`src/rtl/button_press_classifier.sv`:
```
// Synchronises and debounces one raw pushbutton, classifies each press as short or long,
// and holds sticky short/long flags until the CPU read path acknowledges them.
module button_press_classifier #(
    parameter int unsigned DEBOUNCE_CYCLES = 1_000_000,
    parameter int unsigned LONG_CYCLES     = 50_000_000,
    parameter int unsigned CNT_W           = 26
) (
    input  logic clock,
    input  logic reset,
    input  logic btn_raw,
    input  logic clr_short,
    input  logic clr_long,
    output logic press_short,
    output logic press_long,
    output logic pressed
);

    typedef enum logic [1:0] {
        IDLE,
        DEB_PRESS,
        HELD,
        DEB_REL
    } state_t;

    localparam logic [CNT_W-1:0] DEB_LAST  = CNT_W'(DEBOUNCE_CYCLES - 1);
    localparam logic [CNT_W-1:0] LONG_LAST = CNT_W'(LONG_CYCLES - 1);
    localparam logic [CNT_W-1:0] CNT_ONE   = CNT_W'(1);

    state_t           state_q, state_d;
    logic             sync1_q, btn_s_q;
    logic [CNT_W-1:0] deb_cnt_q, deb_cnt_d;
    logic [CNT_W-1:0] hold_cnt_q, hold_cnt_d;
    logic             long_fired_q, long_fired_d;
    logic             pressed_q, pressed_d;
    logic             short_q, short_d;
    logic             long_q, long_d;
    logic             set_short, set_long;

    function automatic logic [CNT_W-1:0] sat_inc(input logic [CNT_W-1:0] v);
        return (v == '1) ? v : v + CNT_ONE;
    endfunction

    always_comb begin
        state_d      = state_q;
        deb_cnt_d    = deb_cnt_q;
        hold_cnt_d   = hold_cnt_q;
        long_fired_d = long_fired_q;
        pressed_d    = pressed_q;
        set_short    = 1'b0;
        set_long     = 1'b0;

        // Long threshold is evaluated alongside the state transitions so a release
        // completing on the same cycle still sees the press as long, never short.
        if ((state_q == HELD || state_q == DEB_REL) && hold_cnt_q == LONG_LAST && !long_fired_q) begin
            set_long     = 1'b1;
            long_fired_d = 1'b1;
        end

        case (state_q)
            IDLE: begin
                deb_cnt_d = '0;
                if (btn_s_q) begin
                    state_d   = DEB_PRESS;
                    deb_cnt_d = CNT_ONE;
                end
            end
            DEB_PRESS: begin
                if (!btn_s_q) begin
                    state_d   = IDLE;
                    deb_cnt_d = '0;
                end else if (deb_cnt_q >= DEB_LAST) begin
                    state_d      = HELD;
                    pressed_d    = 1'b1;
                    hold_cnt_d   = '0;
                    long_fired_d = 1'b0;
                end else begin
                    deb_cnt_d = sat_inc(deb_cnt_q);
                end
            end
            HELD: begin
                hold_cnt_d = sat_inc(hold_cnt_q);
                if (!btn_s_q) begin
                    state_d   = DEB_REL;
                    deb_cnt_d = CNT_ONE;
                end
            end
            DEB_REL: begin
                hold_cnt_d = sat_inc(hold_cnt_q);
                if (btn_s_q) begin
                    state_d = HELD;
                end else if (deb_cnt_q >= DEB_LAST) begin
                    state_d   = IDLE;
                    pressed_d = 1'b0;
                    deb_cnt_d = '0;
                    set_short = !long_fired_q && !set_long;
                end else begin
                    deb_cnt_d = sat_inc(deb_cnt_q);
                end
            end
            default: state_d = IDLE;
        endcase

        short_d = set_short | (short_q & ~clr_short);
        long_d  = set_long  | (long_q  & ~clr_long);
    end

    always_ff @(posedge clock) begin
        if (reset) begin
            state_q      <= IDLE;
            sync1_q      <= 1'b0;
            btn_s_q      <= 1'b0;
            deb_cnt_q    <= '0;
            hold_cnt_q   <= '0;
            long_fired_q <= 1'b0;
            pressed_q    <= 1'b0;
            short_q      <= 1'b0;
            long_q       <= 1'b0;
        end else begin
            state_q      <= state_d;
            sync1_q      <= btn_raw;
            btn_s_q      <= sync1_q;
            deb_cnt_q    <= deb_cnt_d;
            hold_cnt_q   <= hold_cnt_d;
            long_fired_q <= long_fired_d;
            pressed_q    <= pressed_d;
            short_q      <= short_d;
            long_q       <= long_d;
        end
    end

    assign press_short = short_q;
    assign press_long  = long_q;
    assign pressed     = pressed_q;

endmodule

```
`config.mk`:
```
export PLATFORM = sky130hd
export DESIGN_NAME = button_press_classifier
export DESIGN_NICKNAME = d
export VERILOG_FILES = /design/src/rtl/button_press_classifier.sv
export SDC_FILE = /design/constraint.sdc
export NUM_CORES = 1
export LEC_CHECK = 0
export BUFFER_PORTS_ARGS = -buffer_cell sky130_fd_sc_hd__buf_2
export CORE_MARGIN = 1.5
export CORE_UTILIZATION = 60
export DETAILED_ROUTE_END_ITERATION = 8
export MAX_ROUTING_LAYER = met4
export PLACE_DENSITY = 0.77
export SLEW_MARGIN = 20
export SYNTH_ARGS = -nofsm -noshare
export SYNTH_HDL_FRONTEND = slang
export SYNTH_SLANG_ARGS = --single-unit
```
`constraint.sdc`:
```
create_clock -name clock -period 3.1 [get_ports clock]
set_input_delay 0.465 -clock clock [delete_from_list [all_inputs] [get_ports clock]]
set_output_delay 0.465 -clock clock [all_outputs]
set_load 0.02 [all_outputs]
```
Word level (Yosys, flattened, before mapping). Index checks and enable logic that the tools add are counted.

Register bits after elaboration: 60. Output and inout bits: 3.

Bitwise operators: 6. Equal/unequal tests: 16. Muxes and demuxes: 32. Magnitude comparators: 1. Reductions and logical operators: 14. Add/sub/neg operators: 2.

Operators with widths (number): $mux W26 (9); $pmux W26 S4 (1); $eq A26 B26 Y1 const B (3); $add A26 B1 Y26 const B (2); $pmux W26 S2 (1); $ge A26 B20 Y1 const B (1); $mux W1 (13); $mux W2 (6); $ne A2 B2 Y1 const B (6); $pmux W2 S4 (1); $reduce_and A4 Y1 (2); $ne A3 B3 Y1 const B (2); $reduce_and A5 Y1 (1); $eq A2 B2 Y1 const B (2); $reduce_bool A2 Y1 (2); $logic_and A1 B1 Y1 (3); $ne A3 B2 Y1 const B (1); $reduce_and A3 Y1 (1); $and A1 B1 Y1 (2); $eq A2 B1 Y1 const B (1); $logic_not A1 Y1 (2); $logic_not A2 Y1 (1); $ne A2 B1 Y1 const B (1); $not A1 Y1 (2); 4 further kinds (5).

Longest topological paths before layout.
Word-level depth: 11. Mapped depth: 9. Mapped depth without buffers: 7.

Worst setup path after synthesis. OpenSTA, ideal clock, no wires.

Path kind: register to register. Start: register deb_cnt_q[12]. End: register deb_cnt_q[17]. Library setup time: 0.120 ns. Clock period less this slack: 2.449 ns. Setup slack: 0.651 ns. Arrival: 2.329 ns. Stages on the path, launching flop included: 8. Cells stage by stage: dfxtp_1 > or4_4 > or4_4 > or2_4 > a41o_1 > buf_6 > o31a_1 > a211o_1.

Word-level cells in the longest chain between the ends: 5.

Ends and longest elaborated chain: from (decl) (RTL line 31) `logic [CNT_W-1:0] deb_cnt_q, deb_cnt_d;`; from (signal assigned) (RTL line 122) `deb_cnt_q <= deb_cnt_d;`; $add A26 B1 Y26 / $eq A26 B26 Y1 (equally long branches) (RTL line 40) `return (v == '1) ? v : v + CNT_ONE;`; $mux W26 (RTL line 40); $mux W26, on equally long branches (RTL line 91, 71); $mux W26, on equally long branches (RTL line 89, 68); $pmux W26 S4 (RTL line 59) `case (state_q)`.

Parallel ways exist; a longest one is shown, timed or not. The select of a mux whose other input is x is not followed. A chain may end at the register's enable or synchronous reset.

Final worst setup path.
Start: register deb_cnt_q[12]. End: register hold_cnt_q[24].

Word-level cells in the longest chain between the ends: 3.

Ends and longest elaborated chain: $ge A26 B20 Y1 (RTL line 71) `end else if (deb_cnt_q >= DEB_LAST) begin`; $ne A2 B2 Y1 (no source line); $reduce_and A4 Y1 (no source line); to (signal assigned) (RTL line 123) `hold_cnt_q <= hold_cnt_d;`; to (decl) (RTL line 32) `logic [CNT_W-1:0] hold_cnt_q, hold_cnt_d;`.

No other way between the ends.

==> out/qor.txt <==
Cts hold-fix bufs: 0
Final worst path period share: 91.4%
Routed wl met3: 168 µm
Kind of critical path: flip-flop to flip-flop
Syn-to-layout area delta: 8.81%
Crit path required time: 3370 ps
Area contributors post-synth: dfxtp_1 38%, nand3_1 5.4%, mux2i_1 5.1%
Cell-internal power: 1.16 mW
Cts bufs inserted: 9
Synth Instances: 367
Initial antenna violation count: 0
Largest net degree at the start of global routing: 24
Top FF cell, synth: dfxtp_1
Fmax: 353 MHz
Residual DRC: 0
Final Wtd Congestion: 0.872
# clock sinks: 60
Port Buffer Count: 7
Gr ovfl total: 0
Final Max Slew Viols: 0
Die H: 75.3 µm
Vias in the first global route: 2438
Setup TNS: 0 ps
Avg WL per Cell: 14.7 µm
Switch share: 21.0%
VDD IR max: 0.283 mV
Core area: 5070 µm²
Total vias in the final route: 2718
Syn Area/Cell: 8.55 µm²
P_leak: 1.05 nW
Hold/Removal Path Class: primary input to flip-flop
Starting density of the core: 61.9%
Final number of setup-violating endpoints: 0
Final Critical Period: 2830 ps
Max cap viols: 0
Row count: 26
Bufs on Longest Clock Path: 2
DRT Pass-1 Iters: 4
Die outline area: 5680 µm²
Detailed Route WL: 6580 µm
Synth area leader: dfxtp_1
First-pass GRT wire length: 11000 µm
Crit path DAT: 3100 ps
Synth unique cells: 53
Part of the power in registers: 53.2%
CTS Root Cell: clkbuf_8
Yosys warnings: 0
Die X: 75.3 µm
Clk_skew: 9.46 ps
PD cells: 428 nW/µm²
Ant diodes: 0
Flop and latch count out of synthesis: 60
Fraction of registers with async set/reset: 0%
Detailed placement HPWL: 4610 µm
Total track usage: 26.2%
Comb pwr share: 1.7%
Via density: 6.07
Share of layout cells above drive strength 1: 9.79%
TritonCTS clock tree: built
Wire length on met2: 3200 µm
Area fraction of the dominant cell type after synthesis: 38.3%
Crit start category: flip-flop
Fill cell count: 436
Reg clk slew, reported paths: 70 ps
Initial drt markers: 197
Least-Margin Pin Slew: 719 ps
Setup bufs post-CTS: 0
Post-CTS sizing: 0
Setup crit end kind: flip-flop
Max Used Layer: met4
ANT nets after route: 0
DRT met1 WL: 3060 µm
NetSw: 0.307 mW
Clock latency on the worst-skew pair: 350 ps
Unrepaired setup endpoints after global routing: no
Mapped Area: 3140 µm²
Fin nets: 381
Total power: 1.46 mW
Status: finished, final reports clean
Worst slew margin: 52.1%
Crit path max fanout: 18
Number of synthesized flops with an enable pin: 0
Top Ports: 8
H-tree depth: 3
Clock network fraction of total power: 45.1%
Final Hold Fails: 0
Sequential share of the synthesized area: 38.3%
Synthesized Nets: 374
[sequential cells by signal, indices dropped and copies added (netlist names), named ones only]
register      cells
pressed           1
long_fired_q      1
deb_cnt_q        26
btn_s_q           1
press_short       1
sync1_q           1
press_long        1
hold_cnt_q       26
state_q           1
[layout make-up]
cell class,count,area (µm²),area share [%]
multi-input cells,280,1810,53.1
flip-flops and latches,60,1200,35.2
clock buffers,14,183,5.35
repair buffers,15,95.1,2.78
well taps,70,87.6,2.56
inverters,8,30.0,0.879
clock inverters,1,5.00,0.147
[critical path, stage by stage, from the launching register on]
cell and delay [ps]:
dfxtp_1 350, or4_4 530, o221ai_2 330, o21ai_0 250, o21ai_2 620, nand2_1 470, nor2_1 200
[per-layer routing]
| layer | global-route usage [%] | up-vias |
|---|---|---|
| li1 | - | 1373 |
| met1 | 30.6 | 1296 |
| met2 | 42.4 | 37 |
| met3 | 6.35 | 12 |
| met4 | 12.7 | 0 |
| met5 | - | - |
[through the flow]
| step | std cells | utilization [%] | area, µm² | hold slack (ps) | setup WS (ps) |
|---|---|---|---|---|---|
| after global routing | 448 | 67.3 | 3420 | 368 | 5.84 |
| after detailed placement | 433 | 63.6 | 3230 | 433 | 281 |
| after CTS | 448 | 67.3 | 3420 | 338 | 268 |
| after floorplan | 367 | - | 3140 | 414 | 651 |
| final | 448 | 67.3 | 3420 | 338 | 267 |
| after global placement | 433 | 63.6 | 3230 | 417 | 389 |
[cells in the mapped netlist, types with 7 or more instances]
| cell | instances |
|---|---|
| dfxtp_1 | 60 |
| nand3_1 | 34 |
| o31ai_1 | 8 |
| nand4_1 | 12 |
| or4_1 | 9 |
| a21oi_1 | 12 |
| a21boi_1 | 8 |
| nor3_1 | 12 |
| nand2_1 | 30 |
| nor2_1 | 33 |
| mux2i_1 | 16 |
| xnor2_1 | 12 |
| clkbuf_1 | 13 |
| nand3b_1 | 9 |
| or2b_1 | 7 |
| inv_1 | 8 |
[cells in the final DEF, fill, tap and decap left out, drive strengths merged, types with 6 or more instances in the layout]
| cell | n |
|---|---|
| dfxtp | 60 |
| nand3 | 34 |
| nor2 | 33 |
| nand2 | 30 |
| mux2i | 16 |
| buf | 15 |
| clkbuf | 14 |
| nor3 | 12 |
| nand4 | 12 |
| a21oi | 12 |
| xnor2 | 12 |
| or4 | 11 |
| nand3b | 9 |
| inv | 8 |
| o31ai | 8 |
| a21boi | 8 |
| or2b | 7 |
| and3 | 6 |
| o21ai | 6 |
[final timing paths]
kind	cells after the start	slack, ps	end	startpoint
worst max-delay path	6	270	hold_cnt_q[24]	deb_cnt_q[12]
worst min-delay path	2	340	sync1_q	btn_raw
worst max register to register	6	270	hold_cnt_q[24]	deb_cnt_q[12]
worst min register to register	1	440	btn_s_q	sync1_q
[power groups by stage]
stage | Sequential, mW | Clock [mW] | Combinational (mW)
global placement | 0.794 | 0 | 0.0244
CTS | 0.777 | 0.670 | 0.0254
floorplan | 0.794 | 0 | 0.0175
global route | 0.777 | 0.701 | 0.0278
detailed placement | 0.794 | 0 | 0.0252
finish | 0.777 | 0.660 | 0.0253
[cell families after synthesis]
family / after synthesis / synth area share, %
AND/OR/NAND/NOR: 189 / 33.3
flip-flops: 60 / 38.3
AO/OA/AOI/OAI: 58 / 14.3
buffers and inverters: 27 / 4.07
multiplexers: 16 / 5.10
XOR/XNOR: 15 / 4.19
adder cells (fa/ha/maj): 2 / 0.797
Note: power is estimated with default switching activity, not from simulation.
